<file path="src/rtl/can_pkg.sv">
// rtl/can_pkg.sv - shared state encoding and bus-level constants for the CAN transmit path
package can_pkg;

   typedef enum logic [2:0] {
      IDLE_WAIT,
      READY,
      ARB,
      FRAME,
      RX
   } state_e;

   localparam logic CAN_DOMINANT  = 1'b0;
   localparam logic CAN_RECESSIVE = 1'b1;
   localparam int   STD_ID_W      = 11;

endpackage

</file>
<file path="src/rtl/can_tx_select.sv">
// rtl/can_tx_select.sv - picks the pending mailbox with the lowest {Id, Rtr} arbitration word
module can_tx_select
   import can_pkg::*;
#(
   parameter int N_MBOX = 4,
   parameter int ID_W   = STD_ID_W
) (
   input  logic [N_MBOX-1:0]      req_i,
   input  logic [N_MBOX*ID_W-1:0] id_flat_i,
   input  logic [N_MBOX-1:0]      rtr_i,
   output logic [N_MBOX-1:0]      winner_o,
   output logic [ID_W:0]          word_o,
   output logic                   valid_o
);

   logic [ID_W:0] key;

   // Strict less-than keeps the earlier (lower index) mailbox on a tie.
   always_comb begin
      winner_o = '0;
      word_o   = '1;
      valid_o  = 1'b0;
      key      = '0;
      for (int i = 0; i < N_MBOX; i++) begin
         key = {id_flat_i[i*ID_W +: ID_W], rtr_i[i]};
         if (req_i[i] && (!valid_o || key < word_o)) begin
            winner_o    = '0;
            winner_o[i] = 1'b1;
            word_o      = key;
            valid_o     = 1'b1;
         end
      end
   end

endmodule

</file>
<file path="src/rtl/can_tx_arbiter.sv">
// rtl/can_tx_arbiter.sv - transmit arbitration: idle detect, SOF/ID/RTR with stuffing, bus readback compare
module can_tx_arbiter
   import can_pkg::*;
#(
   parameter int N_MBOX    = 4,
   parameter int ID_W      = STD_ID_W,
   parameter int IDLE_BITS = 11,
   parameter int STUFF_LEN = 5
) (
   input  logic                   clock_sp_i,
   input  logic                   reset_n_i,
   input  logic [N_MBOX-1:0]      req_i,
   input  logic [N_MBOX*ID_W-1:0] id_flat_i,
   input  logic [N_MBOX-1:0]      rtr_i,
   input  logic                   bus_rx_i,
   input  logic                   frame_done_i,
   input  logic                   frame_error_i,
   output logic                   tx_bit_o,
   output logic [N_MBOX-1:0]      grant_o,
   output logic                   handoff_o,
   output logic [2:0]             stuff_cnt_o,
   output logic                   last_bit_o,
   output logic                   lost_arb_o,
   output logic                   bit_err_o,
   output logic [N_MBOX-1:0]      done_o,
   output logic                   busy_o
);

   localparam int IC_W  = $clog2(IDLE_BITS + 1);
   localparam int IDX_W = $clog2(ID_W + 2);

   state_e              state_q;
   logic [IC_W-1:0]     idle_cnt_q;
   logic [ID_W:0]       word_q;
   logic [IDX_W-1:0]    cur_idx_q;
   logic                stuff_q;
   logic [2:0]          run_q;
   logic                tx_bit_q;
   logic [N_MBOX-1:0]   grant_q;
   logic                handoff_q;
   logic [2:0]          stuff_cnt_q;
   logic                last_bit_q;
   logic                lost_arb_q;
   logic                bit_err_q;
   logic [N_MBOX-1:0]   done_q;
   logic                busy_q;

   logic [N_MBOX-1:0]   win_onehot;
   logic [ID_W:0]       win_word;
   logic                win_valid;
   logic [ID_W:0]       word_sh;
   logic                nxt_bit;

   can_tx_select #(
      .N_MBOX (N_MBOX),
      .ID_W   (ID_W)
   ) u_select (
      .req_i     (req_i),
      .id_flat_i (id_flat_i),
      .rtr_i     (rtr_i),
      .winner_o  (win_onehot),
      .word_o    (win_word),
      .valid_o   (win_valid)
   );

   // cur_idx_q is the data bit on the wire (0 = SOF); the next one sits at the MSB after shifting.
   assign word_sh = word_q << cur_idx_q;
   assign nxt_bit = word_sh[ID_W];

   always_ff @(posedge clock_sp_i or negedge reset_n_i) begin
      if (!reset_n_i) begin
         state_q     <= IDLE_WAIT;
         idle_cnt_q  <= '0;
         word_q      <= '0;
         cur_idx_q   <= '0;
         stuff_q     <= 1'b0;
         run_q       <= '0;
         tx_bit_q    <= CAN_RECESSIVE;
         grant_q     <= '0;
         handoff_q   <= 1'b0;
         stuff_cnt_q <= '0;
         last_bit_q  <= CAN_RECESSIVE;
         lost_arb_q  <= 1'b0;
         bit_err_q   <= 1'b0;
         done_q      <= '0;
         busy_q      <= 1'b0;
      end else begin
         handoff_q  <= 1'b0;
         lost_arb_q <= 1'b0;
         bit_err_q  <= 1'b0;
         done_q     <= '0;
         case (state_q)
            IDLE_WAIT: begin
               if (bus_rx_i) begin
                  if (idle_cnt_q == IC_W'(IDLE_BITS - 1)) begin
                     idle_cnt_q <= '0;
                     state_q    <= READY;
                  end else begin
                     idle_cnt_q <= idle_cnt_q + 1'b1;
                  end
               end else begin
                  idle_cnt_q <= '0;
               end
            end
            READY: begin
               if (!bus_rx_i) begin
                  state_q <= RX;
               end else if (win_valid) begin
                  grant_q   <= win_onehot;
                  word_q    <= win_word;
                  tx_bit_q  <= CAN_DOMINANT;
                  cur_idx_q <= '0;
                  stuff_q   <= 1'b0;
                  run_q     <= 3'd1;
                  busy_q    <= 1'b1;
                  state_q   <= ARB;
               end
            end
            ARB: begin
               if (tx_bit_q == CAN_RECESSIVE && bus_rx_i == CAN_DOMINANT) begin
                  lost_arb_q <= 1'b1;
                  tx_bit_q   <= CAN_RECESSIVE;
                  grant_q    <= '0;
                  busy_q     <= 1'b0;
                  state_q    <= RX;
               end else if (tx_bit_q == CAN_DOMINANT && bus_rx_i == CAN_RECESSIVE) begin
                  bit_err_q  <= 1'b1;
                  tx_bit_q   <= CAN_RECESSIVE;
                  grant_q    <= '0;
                  busy_q     <= 1'b0;
                  idle_cnt_q <= '0;
                  state_q    <= IDLE_WAIT;
               end else if (!stuff_q && cur_idx_q == IDX_W'(ID_W + 1)) begin
                  // RTR echoed back intact; any pending stuff bit is the framer's job.
                  handoff_q   <= 1'b1;
                  stuff_cnt_q <= run_q;
                  last_bit_q  <= tx_bit_q;
                  tx_bit_q    <= CAN_RECESSIVE;
                  state_q     <= FRAME;
               end else if (run_q == 3'(STUFF_LEN)) begin
                  tx_bit_q <= ~tx_bit_q;
                  stuff_q  <= 1'b1;
                  run_q    <= 3'd1;
               end else begin
                  tx_bit_q  <= nxt_bit;
                  cur_idx_q <= cur_idx_q + 1'b1;
                  stuff_q   <= 1'b0;
                  run_q     <= (nxt_bit == tx_bit_q) ? run_q + 3'd1 : 3'd1;
               end
            end
            FRAME: begin
               tx_bit_q <= CAN_RECESSIVE;
               if (frame_done_i) begin
                  done_q     <= grant_q;
                  grant_q    <= '0;
                  busy_q     <= 1'b0;
                  idle_cnt_q <= '0;
                  state_q    <= IDLE_WAIT;
               end else if (frame_error_i) begin
                  grant_q    <= '0;
                  busy_q     <= 1'b0;
                  idle_cnt_q <= '0;
                  state_q    <= IDLE_WAIT;
               end
            end
            RX: begin
               // The recessive sample that ends the foreign frame already counts as idle bit one.
               if (bus_rx_i) begin
                  idle_cnt_q <= IC_W'(1);
                  state_q    <= IDLE_WAIT;
               end
            end
            default: begin
               state_q <= IDLE_WAIT;
            end
         endcase
      end
   end

   assign tx_bit_o    = tx_bit_q;
   assign grant_o     = grant_q;
   assign handoff_o   = handoff_q;
   assign stuff_cnt_o = stuff_cnt_q;
   assign last_bit_o  = last_bit_q;
   assign lost_arb_o  = lost_arb_q;
   assign bit_err_o   = bit_err_q;
   assign done_o      = done_q;
   assign busy_o      = busy_q;

endmodule

</file>
<file path="config.mk">
export PLATFORM = sky130hd
export DESIGN_NAME = can_tx_arbiter
export DESIGN_NICKNAME = d
export VERILOG_FILES = /design/src/rtl/can_pkg.sv /design/src/rtl/can_tx_select.sv /design/src/rtl/can_tx_arbiter.sv
export SDC_FILE = /design/constraint.sdc
export NUM_CORES = 1
export LEC_CHECK = 0
export ABC_AREA = 0
export BUFFER_PORTS_ARGS = -buffer_cell sky130_fd_sc_hd__buf_2
export CORE_MARGIN = 2
export CORE_UTILIZATION = 60
export DETAILED_ROUTE_END_ITERATION = 8
export PLACE_DENSITY = 0.95
export SETUP_SLACK_MARGIN = 0.1
export SYNTH_ARGS = -nofsm -noshare
export SYNTH_HDL_FRONTEND = slang
export SYNTH_SLANG_ARGS = --single-unit
</file>
<file path="constraint.sdc">
create_clock -name clock_sp_i -period 6.7 [get_ports clock_sp_i]
set_clock_uncertainty 0.05 [all_clocks]
set_input_delay 1.34 -clock clock_sp_i [delete_from_list [all_inputs] [get_ports clock_sp_i]]
set_output_delay 1.34 -clock clock_sp_i [all_outputs]
set_load 0.01 [all_outputs]
</file>
# Yosys cells after proc, flatten, opt, wreduce, memory -nomap -nowiden
# Cells that the tools add are included.
# totals
reg_bits,44
in_bits,57
out_inout_bits,17
# op_classes
addsub,3
magnitude_cmp,3
eq_ne,22
n_shift,1
mux,80
n_bitwise,4
n_reduce_logical,25
# op_table
op,n
2-to-1 mux 4 bit,21
2-to-1 mux 3 bit,17
2-to-1 mux 12 bit,4
less-than comparator 12 bit,3
2-to-1 mux 1 bit,30
"!= test 2 bit, second input constant",9
case mux 4 bit (4 select lines),1
case mux 3 bit (5 select lines),1
case mux 4 bit (3 select lines),1
AND reduction 6 bit,2
left shift 12 x 4 -> 12 bit,1
AND reduction 5 bit,2
"adder 4 x 1 -> 4 bit, second input constant",2
"== test 4 bit, second input constant",2
case mux 4 bit (2 select lines),1
AND reduction 7 bit,1
"== test 3 x 2 -> 1 bit, second input constant",2
"== test 3 bit, second input constant",2
logical AND 1 bit,6
"!= test 3 bit, second input constant",2
case mux 1 bit (3 select lines),2
case mux 3 bit (2 select lines),1
AND reduction 3 bit,2
logical NOT 1 bit,4
14 further kinds,19

# Longest topological paths before layout
# Gate-level depths: netlist of the first run.
# logic_depth
ltp_word,16
mapped_depth,31
mapped_depth_nobuf,27

# Cells and area by module
# A second synthesis of the first run with hierarchy kept.
# unflattened
cells_unflattened,389
area_unflattened_um2,3764.9
# by_module_without_submodules
module,n_inst,cells_per_inst,area_per_inst_um2,seq_area_each_um2
can_tx_arbiter,1,189,2173.3,1103.6
can_tx_select,1,200,1591.5,0.0

# Least setup slack after synthesis of the first run
# No wires, ideal clock.
# synth_path
path_type,input to register
startpoint,input port req_i[0]
endpoint,register word_q[10]
t_arrival_ns,6.690
t_required_ns,6.524
path_slack_ns,-0.166
stages,30
path_buffers,4
path_cell_list,clkbuf_1 -> nor2b_1 -> ha_1 -> o211a_1 -> o31ai_4 -> a2111oi_4 -> o21ai_2 -> nand2_1 -> buf_4 -> mux2i_1 -> inv_1 -> ha_1 -> a21oi_1 -> o221ai_1 -> a31oi_1 -> and3_1 -> a21oi_1 -> o21ai_2 -> buf_2 -> mux2_1 -> inv_1 -> ha_1 -> o21ai_0 -> a2111oi_0 -> nand2_1 -> a21oi_1 -> a21oi_2 -> and2_1 -> buf_2 -> a221o_1
# synth_between
elab_chain_cells,14
word_cells_on_any_way,21
# synth_rtl
element,line_no,source
from (decl),can_tx_arbiter.sv:12,"input logic [N_MBOX-1:0] req_i,"
2-to-1 mux 12 bit / 2-to-1 mux 1 bit (equally long branches),can_tx_select.sv:26,if (req_i[i] && (!valid_o || key < word_o)) begin
less-than comparator 12 bit / logical NOT 1 bit (equally long branches),can_tx_select.sv:26,
logical OR 1 bit,can_tx_select.sv:26,
logical AND 1 bit,can_tx_select.sv:26,
2-to-1 mux 12 bit / 2-to-1 mux 1 bit (equally long branches),can_tx_select.sv:26,
less-than comparator 12 bit / logical NOT 1 bit (equally long branches),can_tx_select.sv:26,
logical OR 1 bit,can_tx_select.sv:26,
logical AND 1 bit,can_tx_select.sv:26,
2-to-1 mux 12 bit / 2-to-1 mux 1 bit (equally long branches),can_tx_select.sv:26,
less-than comparator 12 bit / logical NOT 1 bit (equally long branches),can_tx_select.sv:26,
logical OR 1 bit,can_tx_select.sv:26,
logical AND 1 bit,can_tx_select.sv:26,
2-to-1 mux 1 bit,can_tx_select.sv:26,
AND reduction 3 bit (no line),n/a,
to (signal assigned),can_tx_arbiter.sv:110,word_q <= win_word;
to (decl),can_tx_arbiter.sv:34,logic [ID_W:0] word_q;
# Several ways; a longest one is shown, not always the timed one.
# A chain may end at the register's enable or synchronous reset.

# Final worst setup path of the first run
# layout_path
startpoint,input port id_flat_i[9]
endpoint,register word_q[11]
# layout_between
elab_chain_cells,14
word_cells_on_any_way,19
# layout_rtl
element,line_no,source
from (decl),can_tx_arbiter.sv:13,"input logic [N_MBOX*ID_W-1:0] id_flat_i,"
2-to-1 mux 12 bit (*),can_tx_select.sv:26,
less-than comparator 12 bit,can_tx_select.sv:26,
logical OR 1 bit,can_tx_select.sv:26,
logical AND 1 bit,can_tx_select.sv:26,
2-to-1 mux 12 bit / 2-to-1 mux 1 bit (equally long branches),can_tx_select.sv:26,
less-than comparator 12 bit / logical NOT 1 bit (equally long branches),can_tx_select.sv:26,
logical OR 1 bit,can_tx_select.sv:26,
logical AND 1 bit,can_tx_select.sv:26,
2-to-1 mux 12 bit / 2-to-1 mux 1 bit (equally long branches),can_tx_select.sv:26,
less-than comparator 12 bit / logical NOT 1 bit (equally long branches),can_tx_select.sv:26,
logical OR 1 bit,can_tx_select.sv:26,
logical AND 1 bit,can_tx_select.sv:26,
2-to-1 mux 1 bit,can_tx_select.sv:26,
AND reduction 3 bit (no line),n/a,
# Every way passes the cells marked *; elsewhere a longest branch is shown, timed or not.

==> results of run 1 <==
[metrics by stage]
stage	area, um^2	setup slack (ns)	std cells	hold WS (ns)
finish	4960	-0.4632	586	0.4458
global route	4960	-0.5862	586	0.4783
CTS	4487	0.1001	572	0.4484
detailed placement	4277	-0.5660	562	0.4286
global placement	4277	-0.1636	562	0.4079
floorplan	3602	0.1058	389	0.3948
[worst max-delay path, delay by kind of cell]
| family | cells | cell delay [ns] |
|---|---|---|
| compound gates | 10 | 2.41 |
| simple gates | 7 | 1.01 |
| mux | 2 | 0.64 |
| fa+ha+maj | 3 | 0.83 |
| buf+inv | 8 | 1.05 |
[area by class of cell]
type	instances	area, um^2	area share [%]
clock buffers	5	68.82	1.387
clock inverters	3	18.77	0.3784
inverters	46	172.7	3.481
multi-input cells	288	2675	53.94
flip-flops and latches	44	1104	22.25
well taps	75	93.84	1.892
repair buffers	125	827.0	16.68
[synthesized netlist by cell type, types with 2 or more instances]
master     number
a31oi_1         2
a221o_1        12
inv_1          46
nor3_1          5
o21a_1          2
nand2_1        29
a32o_1          3
and3_1          2
nand4_1         6
o22ai_1         2
a21o_1          8
xnor2_1         2
nand2b_1        3
o22a_1          2
or3_1           2
a2111oi_0       3
mux2_2         12
a211o_1         2
ha_1           42
o21ai_2         2
nor2b_1        13
dfrtp_1        42
clkbuf_1        9
o21ai_0        19
mux2i_1        12
dfstp_2         2
a21oi_1        15
buf_2           2
nor4_1          2
nand3b_1        4
o221ai_1        2
xor2_1          2
nand3_1         8
and2_1         18
mux2_1          2
mux4_2          3
nor2_1         27
[worst min path at each step]
stage                     depth (start not counted)  slack, ns              to
after floorplan                                   2       0.39       word_q[0]
after global placement                            2       0.41  stuff_cnt_o[1]
after CTS                                         2       0.45  stuff_cnt_o[1]
after global routing                              2       0.48      last_bit_o
final                                             2       0.45  stuff_cnt_o[1]
after detailed placement                          2       0.43  stuff_cnt_o[1]
[state kept, by name (all words and copies together), names as in the netlist, 3 cells and up]
name	flops
word_q	12
cur_idx_q	4
done_o	4
grant_o	4
idle_cnt_q	4
run_q	3
state_q	3
stuff_cnt_o	3
[report_power, final]
group	leakage, uW	internal (uW)	switching (uW)
sequential	0.000572	347	96.6
clock	0.0000479	72.8	97.7
combinational	0.00188	325	396
total	0.00250	745	590
[logic make-up (layout without fill, tap and decap cells)]
logic type / count (synthesis) / in the layout
buffers and inverters: 59 / 179
adder cells (fa/ha/maj): 42 / 42
XOR/XNOR: 4 / 4
AO/OA/AOI/OAI: 88 / 88
multiplexers: 29 / 29
flip-flops: 44 / 44
AND/OR/NAND/NOR: 123 / 125
[metal layers]
metal | up-vias | wire, um
li1 | 1635 | -
met1 | 1829 | 4468
met2 | 376 | 6789
met3 | 165 | 1606
met4 | 0 | 1760
met5 | - | 0
[what timing repair did]
action                                  in CTS  in global routing
setup buffers                                1                 12
gates cloned                                 1                  2
endpoints found under the setup margin      16                 16
hold endpoints to repair                     0                  0
pin swaps                                   10                 34
gates resized for setup                     23                 63
hold buffers                                 0                  0
==> flow_metrics.env, run 1 <==
export IMPL_outcome="finished, violations left"
export IMPL_violations="negative setup slack"
export IMPL_overflow=0
export IMPL_hp_class="flip-flop to flip-flop"
export IMPL_cts_tree="built"
export IMPL_drtPass1Iterations=5
export IMPL_max_freq_ghz=0.1396
export IMPL_hold_violations=0
export IMPL_fillers=303
export IMPL_synthSimpleGateAreaFrac_pct=17.67
export IMPL_wl_per_cell_um=24.96
export IMPL_period_share_pct=106.9
export IMPL_ys_types=57
export IMPL_max_slew_margin_pct=35.44
export IMPL_ys_top_cells_by_area="dfrtp_1 30%, ha_1 15%, inv_1 4.9%"
export IMPL_drcViolationCount=0
export IMPL_cp_common_cell="buf_6"
export IMPL_synth_top_family_by_area="compound AO/OA/AOI/OAI gates"
export IMPL_hold_path_startpoint="stuff_cnt_o[1]"
export IMPL_syn_num_nets=488
export IMPL_crit_end="word_q[11]"
export IMPL_start_util_pct=60.99
export IMPL_use_met3_pct=5.556
export IMPL_met2_usage_pct=58.68
export IMPL_netlist_instances=389
export IMPL_area_growth_pct=39.82
export IMPL_gp_congestion=0.9356
export IMPL_die_w_um=80.89
export IMPL_synth_top_area_cell="dfrtp_1"
export IMPL_setup_violations=16
export IMPL_clock_tree_root_cell="clkbuf_8"
export IMPL_core_area_um2=5816
export IMPL_synth_compound_area_share_pct=19.05
export IMPL_antenna_found_initial=0
export IMPL_critPathLaunch="id_flat_i[9]"
export IMPL_clock_path_buffers=2
export IMPL_viasPerCell=6.834
export IMPL_timing_rr_end="run_q[2]"
export IMPL_cp_slowest_cell="a2111oi_4"
export IMPL_worstPathRequired_ns=6.84
export IMPL_synthesis_area_um2=3547
export IMPL_synth_ff_type="dfrtp_1"
export IMPL_yosysSeqAreaShare_pct=31.11
export IMPL_dpl_hpwl_mm=7.572
export IMPL_drv_slew=0
export IMPL_cp_arrival_ns=7.30
export IMPL_clk_latency_ns=0.30
export IMPL_vdd_drop_max_uv=162.5
export IMPL_layout_commonest_cell="buf_2"
export IMPL_design_portCount=74
export IMPL_num_antenna_cells=0
export IMPL_die_h_um=80.89
export IMPL_htreeDepth=2
export IMPL_synth_seq_cells=44
export IMPL_clkTransAtPathRegs_ns=0.09
export IMPL_vias=4005
export IMPL_final_setup_worst_slack_ns=-0.4632
export IMPL_finalCriticalPeriod_ns=7.163
export IMPL_grt_max_degree=45
export IMPL_r2r_setup_slack_ns=3.86
export IMPL_drive_gt1_share_pct=42.27
export IMPL_tightest_slew_ns=0.9684
export IMPL_cts_buffers=5
export IMPL_grtUsageMet1_pct=37.84
export IMPL_reg2reg_depth=10
export IMPL_ant_nets=0
export IMPL_synth_xor_area_share_pct=0.9877
export IMPL_synth_edff_count=0
export IMPL_rows=28
export IMPL_grt_usage_pct=33.11
export IMPL_grt_pass1_vias=3536
export IMPL_grt_pass1_wl_mm=16.66
export IMPL_max_cap_viol_count=0
export IMPL_layout_common_cells="72 x buf_2, 43 x inv_1, 43 x buf_4"
export IMPL_avgSynthCellArea_um2=9.119
export IMPL_timing_rr_start="cur_idx_q[0]"
export IMPL_start_kind="input port"
export IMPL_endpoint_kind="flip-flop"
export IMPL_async_reset_ff_share_pct=100.0
export IMPL_setup_tns_ns=-6.497
export IMPL_max_stage_delay_ns=0.40
export IMPL_finalNetCount=609
export IMPL_synth_fa_ha_area_share_pct=14.81
export IMPL_dieArea_um2=6543
export IMPL_crit_type="input port to flip-flop"
export IMPL_leakagePower_uw=0.002498
export IMPL_fin_util_pct=85.28
export IMPL_critPathMaxFanout=6
export IMPL_clock_sinks=44
export IMPL_rsz0062_at_grt="yes"
export IMPL_power_density_nw_per_um2=269.3
export IMPL_synth_top_area_share_pct=29.63
export IMPL_drt_iter0_drc=400
export IMPL_fin_total_pwr_uw=1335
export IMPL_routed_wl_mm=14.63
export IMPL_grt_busiest_layer="met2"
export IMPL_port_buffers=73
export IMPL_synth_mux_area_share_pct=9.735
export IMPL_synth_warnings=0
(Power assumes the default switching activity.)
==> run 2, diff against run 1 <==
--- a/config.mk
+++ b/config.mk
@@ -8,10 +8,10 @@
 export ABC_AREA = 0
 export BUFFER_PORTS_ARGS = -buffer_cell sky130_fd_sc_hd__buf_2
 export CORE_MARGIN = 2
-export CORE_UTILIZATION = 60
+export CORE_UTILIZATION = 50
 export DETAILED_ROUTE_END_ITERATION = 8
-export PLACE_DENSITY = 0.95
-export SETUP_SLACK_MARGIN = 0.1
+export PLACE_DENSITY = 0.88
+export SETUP_SLACK_MARGIN = 0.05
 export SYNTH_ARGS = -nofsm -noshare
 export SYNTH_HDL_FRONTEND = slang
 export SYNTH_SLANG_ARGS = --single-unit
==> constraint.sdc (replaced) <==
create_clock -name clock_sp_i -period 5.9 [get_ports clock_sp_i]
set_clock_uncertainty 0.05 [all_clocks]
set_input_delay 1.18 -clock clock_sp_i [delete_from_list [all_inputs] [get_ports clock_sp_i]]
set_output_delay 1.18 -clock clock_sp_i [all_outputs]
set_load 0.01 [all_outputs]
==> run 2 against run 1 <==
Against the previous run: the flow still finishes with violations (negative setup slack); sequential cell count unchanged; count of clock-buffer cells in the layout increased by 1; clock power grew 49%; final cell count grew 5.6%; combinational power grew 13%; via count down 7.0%.
==> flow_metrics.env, run 2 (synthesis results as in run 1) <==
export IMPL_outcome="finished, violations left"
export IMPL_violations="negative setup slack"
export IMPL_grt_pass1_wl_mm=17.49
export IMPL_multi_input_area_um2=2709
export IMPL_postPlaceCellArea_um2=4399
export IMPL_num_antenna_cells=0
export IMPL_cp_arrival_ns=7.06
export IMPL_layout_commonest_cell="buf_2"
export IMPL_finalCriticalPeriod_ns=6.914
export IMPL_clock_sinks=44
export IMPL_drt_iter0_drc=275
export IMPL_final_cells=619
export IMPL_die_h_um=88.23
export IMPL_fillers=439
export IMPL_power_density_nw_per_um2=301.1
export IMPL_dp_cells=589
export IMPL_vdd_drop_max_uv=154.7
export IMPL_max_freq_ghz=0.1446
export IMPL_endpoint_kind="flip-flop"
export IMPL_stdcell_area_um2=5185
export IMPL_postCtsHoldBufs=0
export IMPL_clock_tree_root_cell="clkbuf_8"
export IMPL_start_kind="input port"
export IMPL_drtPass1Iterations=8
export IMPL_max_cap_viol_count=0
export IMPL_top_layer="met4"
export IMPL_tightest_slew_ns=0.9600
export IMPL_routed_wl_mm=12.44
export IMPL_final_setup_worst_slack_ns=-1.014
export IMPL_period_share_pct=117.2
export IMPL_dpl_hpwl_mm=7.276
export IMPL_ant_nets=0
export IMPL_leakagePower_uw=0.002601
export IMPL_cts_tree="built"
export IMPL_start_util_pct=51.92
export IMPL_viasPerCell=6.018
export IMPL_htreeDepth=2
export IMPL_hold_violations=0
export IMPL_grt_usage_pct=28.72
export IMPL_rsz0062_at_grt="yes"
export IMPL_met2_length_mm=6.217
export IMPL_max_stage_delay_ns=0.42
export IMPL_cp_slowest_cell="a2111oi_4"
export IMPL_gp_congestion=0.9518
export IMPL_rows=30
export IMPL_max_slew_margin_pct=36.00
export IMPL_drcViolationCount=0
export IMPL_core_area_um2=6832
export IMPL_top_register="word_q"
export IMPL_die_w_um=88.23
export IMPL_drv_slew=0
export IMPL_regArea_um2=1104
export IMPL_grt_pass1_vias=3766
export IMPL_port_buffers=73
export IMPL_critPathMaxFanout=6
export IMPL_setup_violations=16
export IMPL_finalNetCount=621
export IMPL_wl_per_cell_um=20.10
export IMPL_dieArea_um2=7784
export IMPL_worstPathRequired_ns=6.04
export IMPL_wl_met3_um=823
export IMPL_r2r_setup_slack_ns=3.13
export IMPL_vias=3725
export IMPL_overflow=0
export IMPL_hp_class="flip-flop to flip-flop"
export IMPL_clkTransAtPathRegs_ns=0.10
export IMPL_area_growth_pct=46.17
export IMPL_crit_type="input port to flip-flop"
export IMPL_largest_reg_flops=12
export IMPL_wl_met1_mm=4.772
export IMPL_clock_path_buffers=2
export IMPL_design_portCount=74
export IMPL_drive_gt1_share_pct=44.74
export IMPL_grt_max_degree=45
export IMPL_layout_common_cells="72 x buf_2, 55 x buf_4, 42 x dfrtp_1"
export IMPL_cts_buffers=5
export IMPL_antenna_found_initial=0
export IMPL_clk_latency_ns=0.31
[run 2: changes by cell type in the layout (fill, tap and decap cells not counted), sizes merged]
cell,before,now
buf,124,138
clkinv,3,1
bufinv,0,1
nand2,30,29
[run 2: per-layer routing]
layer | vias up | GRT usage (%)
met1 | 1782 | 34.53
met4 | 0 | 11.43
li1 | 1661 | -
met3 | 52 | 4.104
met5 | - | 0
met2 | 230 | 51.61
[run 2: worst max-delay path: cells and delay by family]
kind	cells	cell delay (ns)
AO/OA/AOI/OAI	9	2.29
AND/OR/NAND/NOR	7	1.12
buffers and inverters	8	1.04
adder cells (fa/ha/maj)	3	0.73
multiplexers	2	0.69
[run 2: worst paths after layout]
kind / to / depth (start not counted) / startpoint
min in group asynchronous: word_q[0] / 1 / reset_n_i
worst max-delay path: word_q[11] / 29 / req_i[0]
worst min-delay path: stuff_cnt_o[1] / 2 / stuff_cnt_o[1]
worst max register to register: run_q[2] / 10 / cur_idx_q[0]
worst min register to register: stuff_cnt_o[1] / 2 / stuff_cnt_o[1]
max in group asynchronous: word_q[6] / 1 / reset_n_i
[run 2: cell type report]
class / instances / area share [%]
clock buffers: 6 / 1.593
clock inverters: 2 / 0.7481
inverters: 46 / 3.378
multi-input cells: 287 / 52.24
flip-flops and latches: 44 / 21.28
well taps: 96 / 2.317
repair buffers: 138 / 18.44
[run 2: power by group]
part	internal, uW	switching (uW)	leakage, uW
clock network	139	115	0.0000614
registers	394	100	0.000572
logic	388	424	0.00197
total	921	640	0.00260
[run 2: metrics by stage]
stage | util, % | setup TNS [ns] | power [uW] | hold slack [ns] | worst slack, ns
global route | 75.90 | -16.38 | 1647 | 0.4570 | -1.095
detailed placement | 64.40 | -17.04 | 1148 | 0.4149 | -1.135
finish | 75.90 | -14.89 | 1561 | 0.4302 | -1.014
CTS | 72.22 | -6.523 | 1460 | 0.4352 | -0.4815
global placement | 64.40 | -14.11 | 1116 | 0.4102 | -0.9414
floorplan | - | -6.529 | 947.2 | 0.3948 | -0.4854
[run 2: what timing repair did]
| item | in CTS | in global routing |
|---|---|---|
| gates resized for setup | 54 | 35 |
| setup buffers | 13 | 6 |
| pin swaps | 25 | 24 |
| gates cloned | 3 | 0 |
| endpoints found under the setup margin | 16 | 16 |
